### config.mk
export PLATFORM = sky130hd
export DESIGN_NAME = muldiv_unit
export DESIGN_NICKNAME = d
export VERILOG_FILES = /design/src/rtl/muldiv_unit.sv
export SDC_FILE = /design/constraint.sdc
export NUM_CORES = 1
export LEC_CHECK = 0
export CAP_MARGIN = 20
export CORE_AREA = 2 2 166 119
export CTS_CLUSTER_DIAMETER = 100
export DETAILED_ROUTE_END_ITERATION = 7
export DIE_AREA = 0 0 168 121
export DONT_BUFFER_PORTS = 1
export PLACE_DENSITY = 0.75
export SLEW_MARGIN = 15
export SYNTH_ARGS = -nofsm -noshare
export SYNTH_HDL_FRONTEND = slang
export SYNTH_SLANG_ARGS = --single-unit
### constraint.sdc
create_clock -name clk -period 4.6 [get_ports clk]
set_input_delay 0.46 -clock clk [delete_from_list [all_inputs] [get_ports clk]]
set_output_delay 0.46 -clock clk [all_outputs]
set_load 0.02 [all_outputs]
### src/rtl/muldiv_unit.sv
// muldiv_unit: iterative RV32M multiply/divide unit.
// Multiplies by shift-add and divides by restoring division, one bit per
// cycle on operand magnitudes, applying the sign in a final cycle, so every
// operation takes the same number of cycles.
// Build option: define MULDIV_DIV_EN to include the divider. Without it,
// divide/remainder ops complete immediately with a zero result.
module muldiv_unit #(
  parameter int Width = 32
) (
  input  logic             clk,
  input  logic             rst,
  input  logic             start,
  input  logic [2:0]       op,
  input  logic [Width-1:0] a,
  input  logic [Width-1:0] b,
  output logic             busy,
  output logic             done,
  output logic [Width-1:0] result
);

  localparam int CntW = $clog2(Width + 1);

  localparam logic [1:0] IDLE = 2'd0;
  localparam logic [1:0] MUL  = 2'd1;
`ifdef MULDIV_DIV_EN
  localparam logic [1:0] DIV  = 2'd2;
`endif
  localparam logic [1:0] DONE = 2'd3;

  logic [1:0]         state;
  logic [CntW-1:0]    cnt;    // iterations completed in the current op
  logic [1:0]         op_lo;  // captured op[1:0]; op[2] is implied by state
  logic               neg;    // negate the magnitude result at the end
  logic [Width-1:0]   md;     // multiplicand (MUL) or divisor (DIV) magnitude
  logic [2*Width-1:0] p;      // {hi, lo}: product/multiplier or rem/quotient

  // Operand sign handling, evaluated for the op presented at the accepting edge.
  logic             a_signed;
  logic             b_signed;
  logic             a_s;
  logic             b_s;
  logic             neg_in;
  logic [Width-1:0] a_mag;
  logic [Width-1:0] b_mag;

  // Decide signedness per op and take operand magnitudes.
  // NOTE: every signal assigned in an always_comb gets a value on every path
  // (defaults first), otherwise synthesis infers a latch.
  always_comb begin
    a_signed = 1'b0;
    b_signed = 1'b0;
    if (op[2]) begin
      a_signed = ~op[0];
      b_signed = ~op[0];
    end else begin
      a_signed = (op[1:0] == 2'b01) || (op[1:0] == 2'b10);
      b_signed = (op[1:0] == 2'b01);
    end
    a_s   = a_signed & a[Width-1];
    b_s   = b_signed & b[Width-1];
    a_mag = a_s ? -a : a;
    b_mag = b_s ? -b : b;
    if (!op[2]) begin
      neg_in = a_s ^ b_s;
    end else if (op[1]) begin
      neg_in = a_s;                           // remainder follows the dividend
    end else begin
      neg_in = (a_s ^ b_s) & (b != '0);       // x/0 must stay all-ones
    end
  end

  // Shift-add step: add multiplicand into the high half when the multiplier
  // LSB is set, then shift the whole product/multiplier pair right.
  logic [Width:0]     mul_sum;
  logic [2*Width-1:0] mul_next;
  logic [2*Width-1:0] prod;
  logic [Width-1:0]   mul_res;

  always_comb begin
    mul_sum  = {1'b0, p[2*Width-1:Width]} + (p[0] ? {1'b0, md} : '0);
    mul_next = {mul_sum, p[Width-1:1]};
    prod     = neg ? -p : p;
    mul_res  = (op_lo == 2'b00) ? prod[Width-1:0] : prod[2*Width-1:Width];
  end

`ifdef MULDIV_DIV_EN
  // Restoring step: shift the next dividend bit into the remainder, keep the
  // difference if the divisor fits, and shift the quotient bit in at the LSB.
  logic [Width:0]     rem_sh;
  logic [Width:0]     diff;
  logic               fits;
  logic [2*Width-1:0] div_next;
  logic [Width-1:0]   div_mag;
  logic [Width-1:0]   div_res;

  always_comb begin
    rem_sh   = p[2*Width-1:Width-1];
    diff     = rem_sh - {1'b0, md};
    fits     = ~diff[Width];
    div_next = {fits ? diff[Width-1:0] : rem_sh[Width-1:0], p[Width-2:0], fits};
    div_mag  = op_lo[1] ? p[2*Width-1:Width] : p[Width-1:0];
    div_res  = neg ? -div_mag : div_mag;
  end
`endif

  // Status outputs decode directly from the state register.
  always_comb begin
    busy = (state == MUL);
`ifdef MULDIV_DIV_EN
    busy = busy || (state == DIV);
`endif
    done = (state == DONE);
  end

  // Control FSM and datapath registers.
  // NOTE: sequential state uses non-blocking (<=) assignments so every
  // register samples the pre-edge values, independent of statement order.
  // NOTE: the datapath registers are reset as well as the control state so an
  // aborted operation leaves nothing behind that a later op could observe.
  always_ff @(posedge clk or posedge rst) begin
    if (rst) begin
      state  <= IDLE;
      cnt    <= '0;
      op_lo  <= '0;
      neg    <= 1'b0;
      md     <= '0;
      p      <= '0;
      result <= '0;
    end else begin
      case (state)
        IDLE, DONE: begin
          if (start) begin
            op_lo <= op[1:0];
            neg   <= neg_in;
            cnt   <= '0;
            if (!op[2]) begin
              state <= MUL;
              md    <= a_mag;
              p     <= {{Width{1'b0}}, b_mag};
            end else begin
`ifdef MULDIV_DIV_EN
              state <= DIV;
              md    <= b_mag;
              p     <= {{Width{1'b0}}, a_mag};
`else
              state  <= DONE;
              result <= '0;
`endif
            end
          end else begin
            state <= IDLE;
          end
        end
        MUL: begin
          if (cnt == CntW'(Width)) begin
            state  <= DONE;
            result <= mul_res;
          end else begin
            p   <= mul_next;
            cnt <= cnt + 1'b1;
          end
        end
`ifdef MULDIV_DIV_EN
        DIV: begin
          if (cnt == CntW'(Width)) begin
            state  <= DONE;
            result <= div_res;
          end else begin
            p   <= div_next;
            cnt <= cnt + 1'b1;
          end
        end
`endif
        default: state <= IDLE;
      endcase
    end
  end

endmodule
; ---- After elaboration in Yosys (flattened, before gate mapping)
; Index checks and enable logic that the tools add are counted.
[totals]
ff_bits = 139
in_bits = 70
out_inout_bits = 34
word_cells = 63
[classes]
n_addsub = 5
eq_ne = 10
muxes = 24
n_bitwise = 6
n_reduce_logical = 11
[ops]
columns = operator, n
row1 = $mux W64, 4
row2 = $mux W32, 7
row3 = $pmux W64 S2, 1
row4 = $neg A32 Y32, 2
row5 = $neg A64 Y64, 1
row6 = $pmux W32 S2, 1
row7 = $add A32 B32 Y33, 1
row8 = $reduce_bool A32 Y1, 1
row9 = $mux W6, 2
row10 = $pmux W6 S2, 1
row11 = $ne A2 B2 Y1 const B, 4
row12 = $reduce_and A4 Y1, 2
row13 = $add A6 B1 Y6 const B, 1
row14 = $eq A6 B6 Y1 const B, 1
row15 = $mux W2, 3
row16 = $reduce_and A3 Y1, 2
row17 = $eq A2 B1 Y1 const B, 2
row18 = $eq A2 B2 Y1 const B, 2
row19 = $logic_not A2 Y1, 2
row20 = $mux W1, 4
row21 = $pmux W2 S2, 1
row22 = $and A1 B1 Y1, 3
row23 = $ne A2 B1 Y1 const B, 1
row24 = $not A1 Y1, 2
row25 = other kinds (5), 5

; ---- Depth between registers and ports, before layout
; Gate-level depths: netlist (run 1).
[logic_depth]
depth_word = 8
depth_mapped = 14
mapped_depth_nobuf = 12

; ---- Worst setup path after synthesis (run 1)
; Ideal clock, no wire load.
[synth_path]
path_kind = reg2reg
startpoint = reg p[0]
endpoint = reg p[55]
setup_time_ns = 0.121
t_arrival_ns = 2.953
required_time_ns = 4.479
slack_ns = 1.526
stages_incl_launch_ff = 15
path_buffers = 2
period_less_slack_ns = 3.074
cell_sequence = dfrtp_1 clkbuf_1 clkbuf_1 and2_1 ha_1 inv_1 fa_1 nor2b_1 o31a_1 o22ai_1 o21ai_0 o211ai_1 o21bai_1 xor2_1 a22o_1
[synth_between]
elab_chain_cells = 4
[synth_rtl]
columns = element, line_no
row1 = from (decl), 35  ; logic [2*Width-1:0] p;
row2 = from (signal assigned), 139  ; p <= {{Width{1'b0}}, b_mag};
row3 = from (signal assigned), 159  ; p <= mul_next;
row4 = $mux W32, 80  ; mul_sum = {1'b0, p[2*Width-1:Width]} + (p[0] ? {1'b0, md} : '0);
row5 = $add A32 B32 Y33, 80
row6 = $mux W64, 155  ; if (cnt == CntW'(Width)) begin
row7 = $pmux W64 S2, 130  ; case (state)
; Every way passes these cells. The select of a mux whose other input is x is not followed.
; A chain may end at the register's enable or synchronous reset.

; ---- Final worst setup path (run 1)
[layout_path]
startpoint = reg p[0]
endpoint = reg p[63]
; Same word-level chain as after synthesis.

==> impl_results.md, run 1 <==
- Post-place instance area: 10320 um2
- Complex-gate fraction of the synthesized area: 0.2333
- Mean post-synth cell area: 8.214 um2
- CP Buf/Inv Count: 1
- Final total negative setup slack: 0 ns
- R2R setup slack: 1.15 ns
- Width of the die: 168 um
- Final critical delay including setup and external delays: 3.451 ns
- Initial core utilization: 0.5464
- Number of iterations in the first detailed-routing pass: 5
- FF+latch count, synth: 139
- Leakage: 4.655 nW
- Maximum fanout count along the critical path: 9
- Final max-slew violation count: 0
- Largest net degree at the start of global routing: 105
- Hold bufs inserted after CTS: 0
- Asr flop ratio synth: 1.000
- Most common cell on crit path: sky130_fd_sc_hd__o21ai_0
- Worst-case clock buffer depth: 2
- Worst setup EP type: flip-flop
- Placeable core region: 18660 um2
- Critical path origin: p[0]$_DFFE_PP0P_
- Combinational power share: 0.463
- Total wire length after detailed routing: 28.21 mm
- Leading cell types by count after synthesis: 189 x sky130_fd_sc_hd__nand2_1, 169 x sky130_fd_sc_hd__o21ai_0, 139 x sky130_fd_sc_hd__dfrtp_1
- WL per Instance: 19.39 um
- Power density relative to cell area: 637.7 nW/um2
- Input/output buffers: 0
- Clock sink count: 139
- Total of fill cells in the finished design: 1638
- Yosys cell types: 68
- Hold Vio Cnt, Final: 0
- Psw: 3.246 mW
- Number of global-route vias before repair: 8437
- Synth Area in Adders: 0.05229
- Worst skew pair latency: 0.43 ns
- CP required: 4.95 ns
- Final weighted congestion in routability-driven placement: 1.024
- Max H-tree Level: 4
- TritonCTS clock tree: done
- Post-route design area: 10950 um2
- Timing-limited maximum frequency: 0.2898 GHz
- Count of routing violations after the opening detailed-route iteration: 868
- Clock tree root buffer cell: sky130_fd_sc_hd__clkbuf_16
- Post-synthesis simple-gate area fraction: 0.2015
- Tightest Pin Transition: 0.9415 ns
- Hold_ws: 0.09739 ns
- RR Startpoint: p[0]$_DFFE_PP0P_
- Number of ports placed on the die boundary: 104
- HPWL after detailed placement: 21.00 mm
- Via-to-Cell Ratio: 6.322
- Register Area: 3480 um2
- Post-synth top flop: sky130_fd_sc_hd__dfrtp_1
- Headroom to the max-slew limit: 0.3723
- CP arrival: 3.80 ns
- Layout Nets: 1312
- Kind of cell adding the most delay to the critical path: compound AO/OA/AOI/OAI gates
- Cell Area, Synth: 10190 um2
- Area of combinational cells with multiple inputs: 6377 um2
- Critical Path Start Type: flip-flop
- Final cycle utilization of the critical path: 0.7501
- Global routing usage summed across all routing layers: 0.2836
- Share of the synthesized netlist area taken by xor and xnor gates: 0.1246
- Share of synthesized area occupied by flip-flops and latches: 0.3412
- Cell accounting for the most synthesized area: sky130_fd_sc_hd__dfrtp_1
- Number of antenna violations at the first check in global routing: 0
- Site row count: 42
- Critical path type: reg2reg
- Share of Yosys cell area claimed by the top area cell type: 0.3412
- Sequential group share of total power: 0.325
- Overall die area: 20330 um2
- TritonCTS Buffers: 17
- Global route total overflow: 0
- Wire length of the first global-routing pass: 45.20 mm
- Dominant cell by count in the synthesized netlist: sky130_fd_sc_hd__nand2_1
- Layout Skew: 0.007321 ns
- Cells after synthesis: 1241
- Number of enable-type register cells in the synthesized netlist: 0
- Count of nets left with antenna violations after detail routing: 0
- Proportion of power drawn by the clock network: 0.211
- Unrepaired setup endpoints after global routing: no
- Cell breakdown of the critical path: and2_1 > ha_1 > inv_1 > fa_1 > nor2b_1 > o31a_1 > o22ai_1 > o21ai_0 > o211ai_1 > o21bai_1 > a41oi_1 > o21ai_0
- Total via count after detailed routing: 9198
- Core occupancy in the finished layout: 0.5870
- Antenna diodes: 0
- Mux cell area share after synthesis: 0.01313
- Fraction of layout cells with a size suffix above 1: 0.05276
- Count of synthesis-stage warnings from yosys: 0
- Max incr delay on CP: 0.58 ns
- Top cells by area, synth: sky130_fd_sc_hd__dfrtp_1 34%, sky130_fd_sc_hd__o21ai_0 8.3%, sky130_fd_sc_hd__nand2_1 7.0%, sky130_fd_sc_hd__xor2_1 6.7%, sky130_fd_sc_hd__xnor2_1 5.8%
- Internal Dissipation: 3.737 mW
- Post-cts repair resize count: 0
- Worst IR drop on VDD: 0.4145 mV
- Drt drc: 0
- Net count after synthesis: 1353
- Clock transition at the register clock pins on the worst setup and hold paths after CTS: 0.06 ns
- Post-CTS Repair Setup Buffers: 0
- Final-report setup violation count: 0
- Largest family of logic cells by synthesized area: compound AO/OA/AOI/OAI gates
- Die outline height: 121 um
- Run status: completed
- Hold Path Class: in2async
- Max_cap viols: 0
- Switching share of power: 0.4649
- Crit path max-delay cell type: sky130_fd_sc_hd__o21ai_0
- Layout-stage area growth over the synthesis result: 7.426%
## final cells by class
| type | instances | area share |
|---|---|---|
| multi-input combinational | 1010 | 0.5824 |
| sequential | 139 | 0.3178 |
| clock buffer | 21 | 0.04296 |
| tap | 242 | 0.02765 |
| clock inverter | 11 | 0.01428 |
| inverter | 25 | 0.009027 |
| timing repair buffer | 7 | 0.005942 |
## worst register-to-register path, stage by stage, from the launching register on
cell	delay, ns
sky130_fd_sc_hd__dfrtp_1	0.45
sky130_fd_sc_hd__and2_1	0.17
sky130_fd_sc_hd__ha_1	0.18
sky130_fd_sc_hd__inv_1	0.07
sky130_fd_sc_hd__fa_1	0.39
sky130_fd_sc_hd__nor2b_1	0.18
sky130_fd_sc_hd__o31a_1	0.19
sky130_fd_sc_hd__o22ai_1	0.16
sky130_fd_sc_hd__o21ai_0	0.58
sky130_fd_sc_hd__o211ai_1	0.35
sky130_fd_sc_hd__o21bai_1	0.31
sky130_fd_sc_hd__a41oi_1	0.15
sky130_fd_sc_hd__o21ai_0	0.18
## routing by layer
layer,part of all wire,up-vias,global-route usage
li1,-,4374,-
met1,0.47,4416,0.4165
met2,0.42,369,0.4091
met3,0.092,39,0.07534
met4,0.016,0,0.08424
met5,0,-,0
## worst paths after layout
check	end	cells after the start
max	p[63]$_DFFE_PP0P_	12
min	state[0]$_DFFE_PP0P_	1
max reg2reg	p[63]$_DFFE_PP0P_	12
min reg2reg	md[6]$_DFFE_PP0P_	2
max in group asynchronous	result[8]$_DFFE_PP0P_	2
min in group clk	op_lo[0]$_DFFE_PP0P_	1
## power by group through the flow
stage / sequential, mW / combinational, mW / clock, mW
finish: 2.27 / 3.24 / 1.48
global route: 2.33 / 3.60 / 1.53
CTS: 2.25 / 3.19 / 1.48
detailed placement: 2.27 / 3.16 / 0
global placement: 2.25 / 3.10 / 0
floorplan: 1.99 / 2.57 / 0
## cell families (layout without fill, tap and decap cells)
logic type,after synthesis,after routing
AOI/OAI and AO/OA,390,390
muxes,12,12
and+or+nand+nor,421,421
buffers and inverters,92,64
adders and majority gates,42,42
DFF,139,139
xor gates and xnor gates,145,145
## registers in the layout, indices dropped and copies added, names as in the netlist
signal and count:
state 2, result 32, neg 1, md 32, op_lo 2, cnt 6
p 64
## cell usage in the layout, fill, tap and decap left out, types with 8 or more instances in the layout
master / n
sky130_fd_sc_hd__o221ai_1: 18
sky130_fd_sc_hd__o41ai_1: 15
sky130_fd_sc_hd__nand2b_1: 13
sky130_fd_sc_hd__and2_1: 33
sky130_fd_sc_hd__clkbuf_16: 17
sky130_fd_sc_hd__dfrtp_1: 138
sky130_fd_sc_hd__nand4_1: 8
sky130_fd_sc_hd__mux2i_1: 10
sky130_fd_sc_hd__a22oi_1: 14
sky130_fd_sc_hd__ha_1: 40
sky130_fd_sc_hd__nand2_1: 187
sky130_fd_sc_hd__inv_1: 24
sky130_fd_sc_hd__or3_1: 17
sky130_fd_sc_hd__or4_1: 12
sky130_fd_sc_hd__o21ai_0: 169
sky130_fd_sc_hd__a21o_1: 17
sky130_fd_sc_hd__nor2_1: 66
sky130_fd_sc_hd__o31ai_1: 28
sky130_fd_sc_hd__xor2_1: 78
sky130_fd_sc_hd__a21oi_1: 79
sky130_fd_sc_hd__nor4_1: 11
sky130_fd_sc_hd__nand3_1: 16
sky130_fd_sc_hd__nor3_1: 19
sky130_fd_sc_hd__xnor2_1: 67
## stage by stage
stage | cells | power [mW] | setup slack (ns)
floorplan | 1241 | 4.557 | 0.4155
global placement | 1423 | 5.358 | 1.407
detailed placement | 1423 | 5.430 | 1.304
CTS | 1455 | 6.916 | 1.266
global route | 1455 | 7.464 | 0.9139
finish | 1455 | 6.983 | 1.149
Power figures use the tool's default switching activity.
==> run 2: changes to the inputs <==
--- a/config.mk
+++ b/config.mk
@@ -11,7 +11,7 @@
 export DETAILED_ROUTE_END_ITERATION = 7
 export DIE_AREA = 0 0 168 121
 export DONT_BUFFER_PORTS = 1
-export PLACE_DENSITY = 0.75
+export PLACE_DENSITY = 0.78
 export SLEW_MARGIN = 15
 export SYNTH_ARGS = -nofsm -noshare
 export SYNTH_HDL_FRONTEND = slang
==> constraint.sdc (replaced) <==
create_clock -name clk -period 3.1 [get_ports clk]
set_input_delay 0.31 -clock clk [delete_from_list [all_inputs] [get_ports clk]]
set_output_delay 0.31 -clock clk [all_outputs]
set_load 0.02 [all_outputs]
==> impl_results.md, run 2 (same netlist as run 1, synthesis figures left out) <==
- Run status: completed
- Global route total overflow: 0
- Register Area: 3481 um2
- Layout Skew: 0.008976 ns
- Drt drc: 0
- Final-report setup violation count: 0
- Sequential group share of total power: 0.300
- Width of the die: 168 um
- Clock sink count: 139
- Clock tree root buffer cell: sky130_fd_sc_hd__clkbuf_16
- Worst-case clock buffer depth: 2
- CP arrival: 3.32 ns
- Worst setup EP type: flip-flop
- Switching share of power: 0.4656
- Leakage: 4.875 nW
- WL per Instance: 19.51 um
- Commonest non-fill, non-tap cells in the layout: 188 x sky130_fd_sc_hd__nand2_1, 168 x sky130_fd_sc_hd__o21ai_0, 137 x sky130_fd_sc_hd__dfrtp_1
- Antenna diodes: 0
- Post-place instance area: 10650 um2
- Total wire length after detailed routing: 29.24 mm
- Hold Vio Cnt, Final: 0
- Worst IR drop on VDD: 0.7468 mV
- Headroom to the max-slew limit: 0.4126
- Non-filler cells in the finished layout: 1499
- Via-to-Cell Ratio: 6.352
- Number of ports placed on the die boundary: 104
- Max incr delay on CP: 0.56 ns
- Internal Dissipation: 5.706 mW
- Placed cell count: 1465
- CP Buf/Inv Count: 0
- Number of antenna violations at the first check in global routing: 0
- Crit path max-delay cell type: sky130_fd_sc_hd__or4_1
- Total via count after detailed routing: 9522
- Critical Path Start Type: flip-flop
- Kind of cell adding the most delay to the critical path: simple AND/OR/NAND/NOR gates
- Hold Path Class: in2reg
- Area of combinational cells with multiple inputs: 6439 um2
- Psw: 4.971 mW
- Timing-limited maximum frequency: 0.3315 GHz
- Number of global-route vias before repair: 8807
- Commonest non-fill, non-tap cell in the layout: sky130_fd_sc_hd__nand2_1
- Final cycle utilization of the critical path: 0.9731
- Die outline height: 121 um
- CP required: 3.41 ns
- Post-route design area: 11320 um2
- Final critical delay including setup and external delays: 3.017 ns
- Flip-flop count of the largest register after layout: 64
- Worst skew pair latency: 0.43 ns
- Initial core utilization: 0.5464
- Site row count: 42
- Wire length of the first global-routing pass: 47.53 mm
- Max H-tree Level: 4
- HPWL after detailed placement: 21.68 mm
- Top flop regs: p: 64 flops, md: 32 flops, result: 32 flops
- Unrepaired setup endpoints after global routing: yes
- Layout Nets: 1357
- Number of iterations in the first detailed-routing pass: 8
- Largest net degree at the start of global routing: 132
- Count of routing violations after the opening detailed-route iteration: 948
- Power density relative to cell area: 942.9 nW/um2
- Global routing usage summed across all routing layers: 0.2957
- Hold_ws: 0.01816 ns
- Cell breakdown of the critical path: or4_1 > or4_4 > nor3_2 > nand3_4 > or3_4 > o31ai_2 > xor2_1 > o211ai_1
- TritonCTS Buffers: 17
- Total of fill cells in the finished design: 1559
- Total power: 10.68 mW
- Input/output buffers: 0
- Count of nets left with antenna violations after detail routing: 0
- Tightest Pin Transition: 0.8810 ns
- Final weighted congestion in routability-driven placement: 0.9119
- Fraction of layout cells with a size suffix above 1: 0.09228
- Final max-slew violation count: 0
- Critical path type: reg2reg
- Clock transition at the register clock pins on the worst setup and hold paths after CTS: 0.07 ns
- Placeable core region: 18660 um2
- Layout-stage area growth over the synthesis result: 11.08%
- Overall die area: 20330 um2
- Max_cap viols: 0
- TritonCTS clock tree: done
- Combinational power share: 0.508
- Maximum fanout count along the critical path: 8
- Register ranked first by flip-flop count: p
- Proportion of power drawn by the clock network: 0.192
[run 2: changes by cell type in the layout (fill, tap and decap cells not counted), moves of 2 or more]
cell                        before  now
sky130_fd_sc_hd__a2111oi_0       2    0
sky130_fd_sc_hd__inv_6           5    2
sky130_fd_sc_hd__nand3_1        16   14
sky130_fd_sc_hd__nand3_2         0    2
sky130_fd_sc_hd__buf_4           6   48
sky130_fd_sc_hd__a21boi_0        3    1
sky130_fd_sc_hd__clkinv_2        0    3
sky130_fd_sc_hd__o41ai_1        15   12
sky130_fd_sc_hd__a21boi_1        0    2
sky130_fd_sc_hd__a2111oi_1       0    2
sky130_fd_sc_hd__o41ai_2         0    3
[run 2: cell type report]
type / instances / share of cell area
Clock buffer: 21 / 0.04066
Clock inverter: 10 / 0.01039
Inverter: 25 / 0.008619
Multi-Input combinational cell: 1010 / 0.5686
Sequential cell: 139 / 0.3074
Tap cell: 242 / 0.02674
Timing Repair Buffer: 52 / 0.03757
[run 2: power by group through the flow]
stage	sequential, mW	combinational [mW]	clock [mW]
2_1_floorplan	2.95	3.81	0
3_3_place_gp	3.17	5.03	0
3_5_place_dp	3.20	5.15	0
4_1_cts	3.17	5.20	2.06
5_1_grt	3.28	5.97	2.15
6_report	3.21	5.42	2.05
[run 2: routing by layer]
| metal | vias up | GRT usage | routed length (um) | part of all wire |
|---|---|---|---|---|
| li1 | 4452 | - | - | - |
| met1 | 4568 | 0.4429 | 13430 | 0.46 |
| met2 | 467 | 0.4189 | 12310 | 0.42 |
| met3 | 35 | 0.08545 | 3088 | 0.11 |
| met4 | 0 | 0.07065 | 418 | 0.014 |
| met5 | - | 0 | 0 | 0 |
[run 2: repair_timing]
action,in CTS,in global routing
buffers inserted,0,2
setup endpoints to repair,2,26
hold buffers,1,0
resized for setup,1,18
hold endpoints to repair,8,0
pin swaps,0,2
[run 2: worst paths after layout]
kind | from | end | slack, ns | depth (start not counted)
max | p[8]$_DFFE_PP0P_ | result[26]$_DFFE_PP0P_ | 0.08 | 8
min | b[31] | p[31]$_DFFE_PP0P_ | 0.02 | 2
max reg2reg | p[8]$_DFFE_PP0P_ | result[26]$_DFFE_PP0P_ | 0.08 | 8
min reg2reg | md[25]$_DFFE_PP0P_ | md[25]$_DFFE_PP0P_ | 0.48 | 2
max in group asynchronous | rst | p[57]$_DFFE_PP0P_ | 1.72 | 3
min in group asynchronous | rst | cnt[0]$_DFFE_PP0P_ | 0.29 | 2
[run 2: metrics by stage]
| stage | util | TNS [ns] | worst slack [ns] |
|---|---|---|---|
| finish | 0.6070 | 0 | 0.08340 |
| global route | 0.6070 | -0.4342 | -0.08999 |
| CTS | 0.6026 | 0 | 0.003838 |
| detailed placement | 0.5708 | -0.07276 | -0.07276 |
| global placement | 0.5708 | 0 | 0.02617 |
| floorplan | - | 0 | 0.02565 |
